File: src/rtl/mb_pkg.sv
// Shared Modified Booth (radix-4) definitions used by the encoder and decoder sides.
//   mb_state_t      : serial decoder FSM states
//   DIGIT_ZERO      : {one,two} encoding of a zero-magnitude digit
//   DIGIT_ILLEGAL   : {one,two} encoding that is not a legal MB digit
//   idx_w / data_w  : width helpers derived from the digit count
package mb_pkg;

  typedef enum logic [1:0] {IDLE, RUN, DONE} mb_state_t;

  localparam logic [1:0] DIGIT_ZERO    = 2'b00;
  localparam logic [1:0] DIGIT_ILLEGAL = 2'b11;

  // Digit index counter width; a single-digit vector still needs one bit.
  function automatic int idx_w(input int digits);
    return (digits > 1) ? $clog2(digits) : 1;
  endfunction

  function automatic int data_w(input int digits);
    return 2 * digits;
  endfunction

endpackage

File: src/rtl/mb_digit_decode.sv
// Combinational decode of one MB digit.
//   sign    in   1  digit is negative
//   one     in   1  magnitude 1
//   two     in   1  magnitude 2
//   val     out  3  signed digit value in [-2, 2]
//   illegal out  1  one and two both set; val forced to 0
module mb_digit_decode
  import mb_pkg::*;
(
  input  logic              sign,
  input  logic              one,
  input  logic              two,
  output logic signed [2:0] val,
  output logic              illegal
);

  always_comb begin
    val     = 3'sd0;
    illegal = 1'b0;
    case ({one, two})
      DIGIT_ZERO:    val = 3'sd0;            // negative zero is still zero
      2'b10:         val = sign ? -3'sd1 : 3'sd1;
      2'b01:         val = sign ? -3'sd2 : 3'sd2;
      DIGIT_ILLEGAL: illegal = 1'b1;
      default:       val = 3'sd0;
    endcase
  end

endmodule

File: src/rtl/mb_serial_decoder.sv
// Serial MB -> two's-complement decoder. Captures one digit vector, folds it in
// MSB digit first with Horner's rule (acc = 4*acc + d), then offers the result.
//   clk, rst_n                 clock, async active-low reset
//   in_valid/in_ready          digit vector handshake (ready only when idle)
//   in_sign/in_one/in_two      per-digit fields, bit i = digit i
//   out_valid/out_ready        result handshake
//   out_data                   low DATA_W bits of the sum
//   out_ovf                    sum outside the DATA_W signed range
//   out_err                    at least one illegal digit seen
module mb_serial_decoder
  import mb_pkg::*;
#(
  parameter  int DIGITS = 4,
  localparam int DATA_W = data_w(DIGITS)
) (
  input  logic              clk,
  input  logic              rst_n,
  input  logic              in_valid,
  output logic              in_ready,
  input  logic [DIGITS-1:0] in_sign,
  input  logic [DIGITS-1:0] in_one,
  input  logic [DIGITS-1:0] in_two,
  output logic              out_valid,
  input  logic              out_ready,
  output logic [DATA_W-1:0] out_data,
  output logic              out_ovf,
  output logic              out_err
);

  localparam int IDX_W = idx_w(DIGITS);
  // Two guard bits hold any sum of DIGITS digits, so overflow is a plain range test.
  localparam int ACC_W = DATA_W + 2;
  localparam logic signed [ACC_W-1:0] OVF_HI = ACC_W'((1 << (DATA_W-1)) - 1);
  localparam logic signed [ACC_W-1:0] OVF_LO = ~OVF_HI;

  mb_state_t                  state, state_nxt;
  logic [DIGITS-1:0]          sign_q, one_q, two_q;
  logic [IDX_W-1:0]           idx;
  logic signed [ACC_W-1:0]    acc, acc_nxt, dext;
  logic                       err;

  logic [DIGITS-1:0][2:0]     dval;
  logic [DIGITS-1:0]          dill;
  logic [2:0]                 dsel;

  for (genvar g = 0; g < DIGITS; g++) begin : g_dig
    mb_digit_decode u_dec (
      .sign    (sign_q[g]),
      .one     (one_q[g]),
      .two     (two_q[g]),
      .val     (dval[g]),
      .illegal (dill[g])
    );
  end

  assign dsel     = dval[idx];
  assign dext     = {{(ACC_W-3){dsel[2]}}, dsel};
  assign acc_nxt  = (acc <<< 2) + dext;
  assign in_ready = (state == IDLE);

  always_ff @(posedge clk or negedge rst_n) begin
    if (!rst_n) state <= IDLE;
    else        state <= state_nxt;
  end

  always_comb begin
    state_nxt = state;
    case (state)
      IDLE:    if (in_valid)             state_nxt = RUN;
      RUN:     if (idx == '0)            state_nxt = DONE;
      DONE:    if (out_valid && out_ready) state_nxt = IDLE;
      default:                           state_nxt = IDLE;
    endcase
  end

  always_ff @(posedge clk or negedge rst_n) begin
    if (!rst_n) begin
      sign_q    <= '0;
      one_q     <= '0;
      two_q     <= '0;
      idx       <= '0;
      acc       <= '0;
      err       <= 1'b0;
      out_valid <= 1'b0;
      out_data  <= '0;
      out_ovf   <= 1'b0;
      out_err   <= 1'b0;
    end else begin
      case (state)
        IDLE: if (in_valid) begin
          sign_q <= in_sign;
          one_q  <= in_one;
          two_q  <= in_two;
          acc    <= '0;
          idx    <= IDX_W'(DIGITS-1);
          err    <= 1'b0;
        end
        RUN: begin
          acc <= acc_nxt;
          err <= err | dill[idx];
          if (idx != '0) idx <= idx - 1'b1;
        end
        DONE: begin
          // First DONE cycle registers the result; it then holds until taken.
          if (!out_valid) begin
            out_valid <= 1'b1;
            out_data  <= acc[DATA_W-1:0];
            out_ovf   <= (acc > OVF_HI) || (acc < OVF_LO);
            out_err   <= err;
          end else if (out_ready) begin
            out_valid <= 1'b0;
          end
        end
        default: ;
      endcase
    end
  end

endmodule

File: config.mk
export PLATFORM = sky130hd
export DESIGN_NAME = mb_serial_decoder
export DESIGN_NICKNAME = d
export VERILOG_FILES = /design/src/rtl/mb_pkg.sv /design/src/rtl/mb_digit_decode.sv /design/src/rtl/mb_serial_decoder.sv
export SDC_FILE = /design/constraint.sdc
export NUM_CORES = 1
export LEC_CHECK = 0
export ABC_CLOCK_PERIOD_IN_PS = 7880
export BUFFER_PORTS_ARGS = -buffer_cell sky130_fd_sc_hd__buf_2
export CORE_ASPECT_RATIO = 1.25
export CORE_UTILIZATION = 30
export CTS_CLUSTER_SIZE = 28
export DETAILED_ROUTE_END_ITERATION = 8
export REMOVE_ABC_BUFFERS = 1
export SLEW_MARGIN = 10
export SYNTH_ARGS = -nofsm -noshare
export SYNTH_HDL_FRONTEND = slang
export SYNTH_HIERARCHICAL = 1
export SYNTH_SLANG_ARGS = --single-unit
File: constraint.sdc
create_clock -name clk -period 7.88 [get_ports clk]
set_clock_uncertainty 0.1 [all_clocks]
set_input_delay 0.788 -clock clk [delete_from_list [all_inputs] [get_ports clk]]
set_output_delay 0.788 -clock clk [all_outputs]
set_load 0.02 [all_outputs]
After elaboration in Yosys (flattened, before gate mapping):

Cells that the tools add are included.

* bits in registers: 38
* input bits: 16
* output and inout port bits: 12

* add/subtract/negate cells: 2
* order comparisons: 3
* eq/ne operators: 18
* multiplexer cells: 33
* bitwise operators: 2
* reduce and logical (&&, ||, !) cells: 11

Operators with widths (number)
* $mux 3: 9
* $pmux 3 s2: 4
* $pmux 10 s2: 1
* $eq 2x2->1 const B: 9
* $add 10x3->10: 1
* $eq 2x1->1 const B: 5
* $gt 10x8->1 const B: 1
* $lt 10x8->1 const B: 1
* $mux 10: 1
* $mux 2: 5
* $mux 1: 8
* $ne 2x2->1 const B: 4
* $bmux 3 s2: 1
* $pmux 2 s3: 1
* $reduce_and 2->1: 3
* $reduce_and 3->1: 2
* $logic_not 2->1: 2
* $pmux 2 s2: 1
* $reduce_bool 2->1: 2
* $lt 2x3->1 const B: 1
* $bmux 1 s2: 1
* $pmux 1 s2: 1
* $sub 2x1->2 const B: 1
* $logic_and 1x1->1: 1
* 3 further kinds: 3

Longest topological paths before layout:

* depth after elaboration: 6
* depth in mapped cells: 12
* depth with buffers taken out: 12

By module:

Netlist, hierarchy kept.

By module, submodules not included
* mb_serial_decoder: times used 1, cells each 175, area an instance 1868.0 µm², seq. area each 950.9 µm²
* mb_digit_decode: times used 4, cells each 10, area an instance 82.6 µm², seq. area each 0.0 µm²

Least setup slack after synthesis:

Ideal clock, no wire load.

* path type: register -> register
* from: reg one_q[3]
* to: reg acc[8]
* arrival time: 2.750 ns
* required time: 7.650 ns
* path slack: 4.900 ns
* stages on the path, launching flop included: 13
* period minus slack after synthesis: 2.980 ns
* cells stage by stage: dfrtp_1 inv_1 ha_1 nor2_1 nor3b_2 mux4_2 ha_1 fa_1 a21o_1 a21o_2 a21oi_1 or4b_2 nand3_1

RTL lines
* start: declaration: RTL line mb_serial_decoder.sv:37 `logic [DIGITS-1:0] sign_q, one_q, two_q;`
* start signal: assignment: RTL line mb_serial_decoder.sv:92 `one_q <= in_one;`
* end signal: assignment: RTL line mb_serial_decoder.sv:99 `acc <= acc_nxt;`
* end: declaration: RTL line mb_serial_decoder.sv:39 `logic signed [ACC_W-1:0] acc, acc_nxt, dext;`

==> results_dict.tcl <==
set metrics [dict create \
    outcome "finished, final reports clean" \
    fin_cells 332 \
    finalSetupViolCount 0 \
    initial_core_util_pct 31.32 \
    insertion_delay_ns 0.29 \
    clock-sinks 38 \
    finalWirelength_um 4129 \
    wl_per_cell_um 12.44 \
    die_h_um 97.71 \
    grt.total_usage_pct 12.21 \
    syn_area_mm2 0.002198 \
    drive_gt1_share_pct 21.07 \
    vdd_drop_max_uv 149.6 \
    hold_ws_ns 0.4055 \
    arrival_ns 3.28 \
    root_buffer "clkbuf_8" \
    grt_pass1_vias 1623 \
    grt_antenna_before_repair 0 \
    required_ns 7.95 \
    area_delta_synth_final_pct 14.74 \
    top_layer "met4" \
    overflow 0 \
    final_util_pct 35.94 \
    ant_nets 0 \
    dr.pass1.iters 4 \
    synth_cells 215 \
    multiInputGateArea_mm2 0.001170 \
    tns_ns 0 \
    wl_met2_um 2216 \
    hold_buffers 0 \
    yosysMostFrequentCell "nand2_1" \
    p_leak_nw 1.306 \
    dieArea_mm2 0.007676 \
    ys_top_cells_by_count "nand2_1, dfrtp_1, ha_1" \
    synth_top_area_share_pct 43.26 \
    post_cts_buffers 0 \
    worstSetupPathType "flip-flop to flip-flop" \
    place_inst 325 \
    rows 34 \
    cts_tree "built" \
    worstSetupStartpointType "flip-flop" \
    nFillCells 734 \
    synthArstFlopShare_pct 100.0 \
    port_buffers 27 \
    max_slew.worst_pin.slew_ns 0.9423 \
    max_cap_violations 0 \
    drt-vias-per-instance 4.753 \
    slew_headroom_pct 36.95 \
    place.gp.congestion 0.7707 \
    grt_pass1_wl_um 7383 \
    design_area_mm2 0.002522 \
    cp_max_fo 9 \
    post_cts_resized 0 \
    synth.area.top_cells "dfrtp_1, ha_1, nand2_1" \
    synth_warnings 6 \
    path_clk_slew_ns 0.08 \
    hpwlAfterDp_um 3087 \
    synth_seq_cells 38 \
    cts_buffer_depth 2 \
    remaining_drc_errors 0 \
    die_width_um 78.57 \
    p_per_area_mw_per_mm2 380.1 \
    rsz0062_at_grt "no" \
    synth_ff_type "dfrtp_1" \
    met1_length_um 1731 \
    antenna_cells 0 \
    cts_htree_levels 2 \
    worst_setup_path_end_kind "flip-flop" \
    fp.coreArea_mm2 0.007019 \
    synth_edf_count 0 \
    fmax_mhz 312.0 \
    pin_count 28 \
    finalHoldViolCount 0 \
    cts_buffers 5 \
    finalCritPeriodShare_pct 40.67 \
    grt_max_degree 39 \
    route.met3.wl_um 134 \
    finalNetCount 283 \
    synth_area_per_cell_um2 10.22 \
    drv_slew 0 \
    synth.largest_area_cell "dfrtp_1" \
    place_area_mm2 0.002410 \
    hold_class "flip-flop to flip-flop" \
    ys_seq_area_share_pct 43.26 \
    vias 1578 \
    regArea_um2 950.9 \
    fin_crit_ns 3.205 \
    yosysUniqueCellTypes 37 \
    drt_iter0_markers 70 \
]
## worst max-delay path: stages, from the launching register on
cell and delay (ns):
dfrtp_1 0.43, inv_1 0.06, ha_1 0.20, nor2_1 0.13, nor3b_2 0.06, mux4_2 0.61, ha_1 0.28, fa_1 0.42
a21o_1 0.17, a21o_2 0.22, a21oi_1 0.19, or4b_2 0.15, nand3_1 0.06
## cell usage in the layout (no fill, tap or decap), drive strengths merged, types with 2 or more instances in the layout
master	Yosys	layout
ha	24	24
a211oi	2	2
nand2b	2	2
o21ai	11	11
inv	11	11
clkbuf	4	6
o21bai	2	2
nand2	47	47
a21oi	10	10
a21o	5	5
xnor2	4	4
buf	3	27
nand3	7	7
nor3b	5	5
mux2	9	9
mux4	4	4
nor2	14	14
dfrtp	38	38
## metal layers
layer	track usage, %	vias to the layer above
met2	23.14	31
li1	-	793
met1	12.83	750
met5	0	-
met3	2.817	4
met4	4.274	0
## worst paths after layout
| path | slack (ns) | endpoint | depth (start not counted) | start |
|---|---|---|---|---|
| setup reg to reg | 4.68 | acc[8]$_DFFE_PN0P_ | 12 | one_q[3]$_DFFE_PN0P_ |
| setup / recovery | 4.68 | acc[8]$_DFFE_PN0P_ | 12 | one_q[3]$_DFFE_PN0P_ |
| max in group asynchronous | 6.65 | one_q[2]$_DFFE_PN0P_ | 1 | rst_n |
| hold / removal | 0.41 | out_data[7]$_DFFE_PN0P_ | 1 | out_data[7]$_DFFE_PN0P_ |
| hold reg to reg | 0.41 | out_data[7]$_DFFE_PN0P_ | 1 | out_data[7]$_DFFE_PN0P_ |
| min in group asynchronous | 0.50 | idx[1]$_DFFE_PN0P_ | 1 | rst_n |
## registers in the layout (all words and copies together), names as in the netlist
| register | cells |
|---|---|
| acc | 10 |
| out_data | 8 |
| state | 2 |
| one_q | 4 |
| out_valid | 1 |
| err | 1 |
| out_ovf | 1 |
| idx | 2 |
| two_q | 4 |
| out_err | 1 |
| sign_q | 4 |
## per-stage QoR
stage,power [W],setup slack [ns]
finish,0.0009587,4.675
CTS,0.0009709,4.670
detailed placement,0.0007985,4.671
global placement,0.0007864,4.799
floorplan,0.0006746,4.898
global route,0.001049,4.534
## report_power, final
group          switching [W]  total (W)  internal (W)  leakage, nW
registers          0.0000724   0.000349      0.000276        0.489
clock network      0.0000692   0.000170      0.000101       0.0573
logic               0.000250   0.000440      0.000190        0.760
total               0.000391   0.000959      0.000567         1.31
## area by class of cell
class | instances | area share [%]
Multi-Input combinational cell | 159 | 46.38
Inverter | 11 | 1.637
Clock buffer | 6 | 3.274
Sequential cell | 38 | 37.70
Tap cell | 90 | 4.464
Timing Repair Buffer | 27 | 5.357
Clock inverter | 1 | 1.190
## cells by family (layout without fill, tap and decap cells)
kind of cell | count (synthesis) | in the layout | synth area share, %
AO/OA/AOI/OAI | 34 | 34 | 9.505
XOR/XNOR | 5 | 5 | 2.334
adder cells (fa/ha/maj) | 25 | 25 | 14.57
buffers and inverters | 18 | 45 | 3.529
flip-flops | 38 | 38 | 43.26
multiplexers | 13 | 13 | 9.221
AND/OR/NAND/NOR | 82 | 82 | 17.59
(Power assumes the default switching activity.)
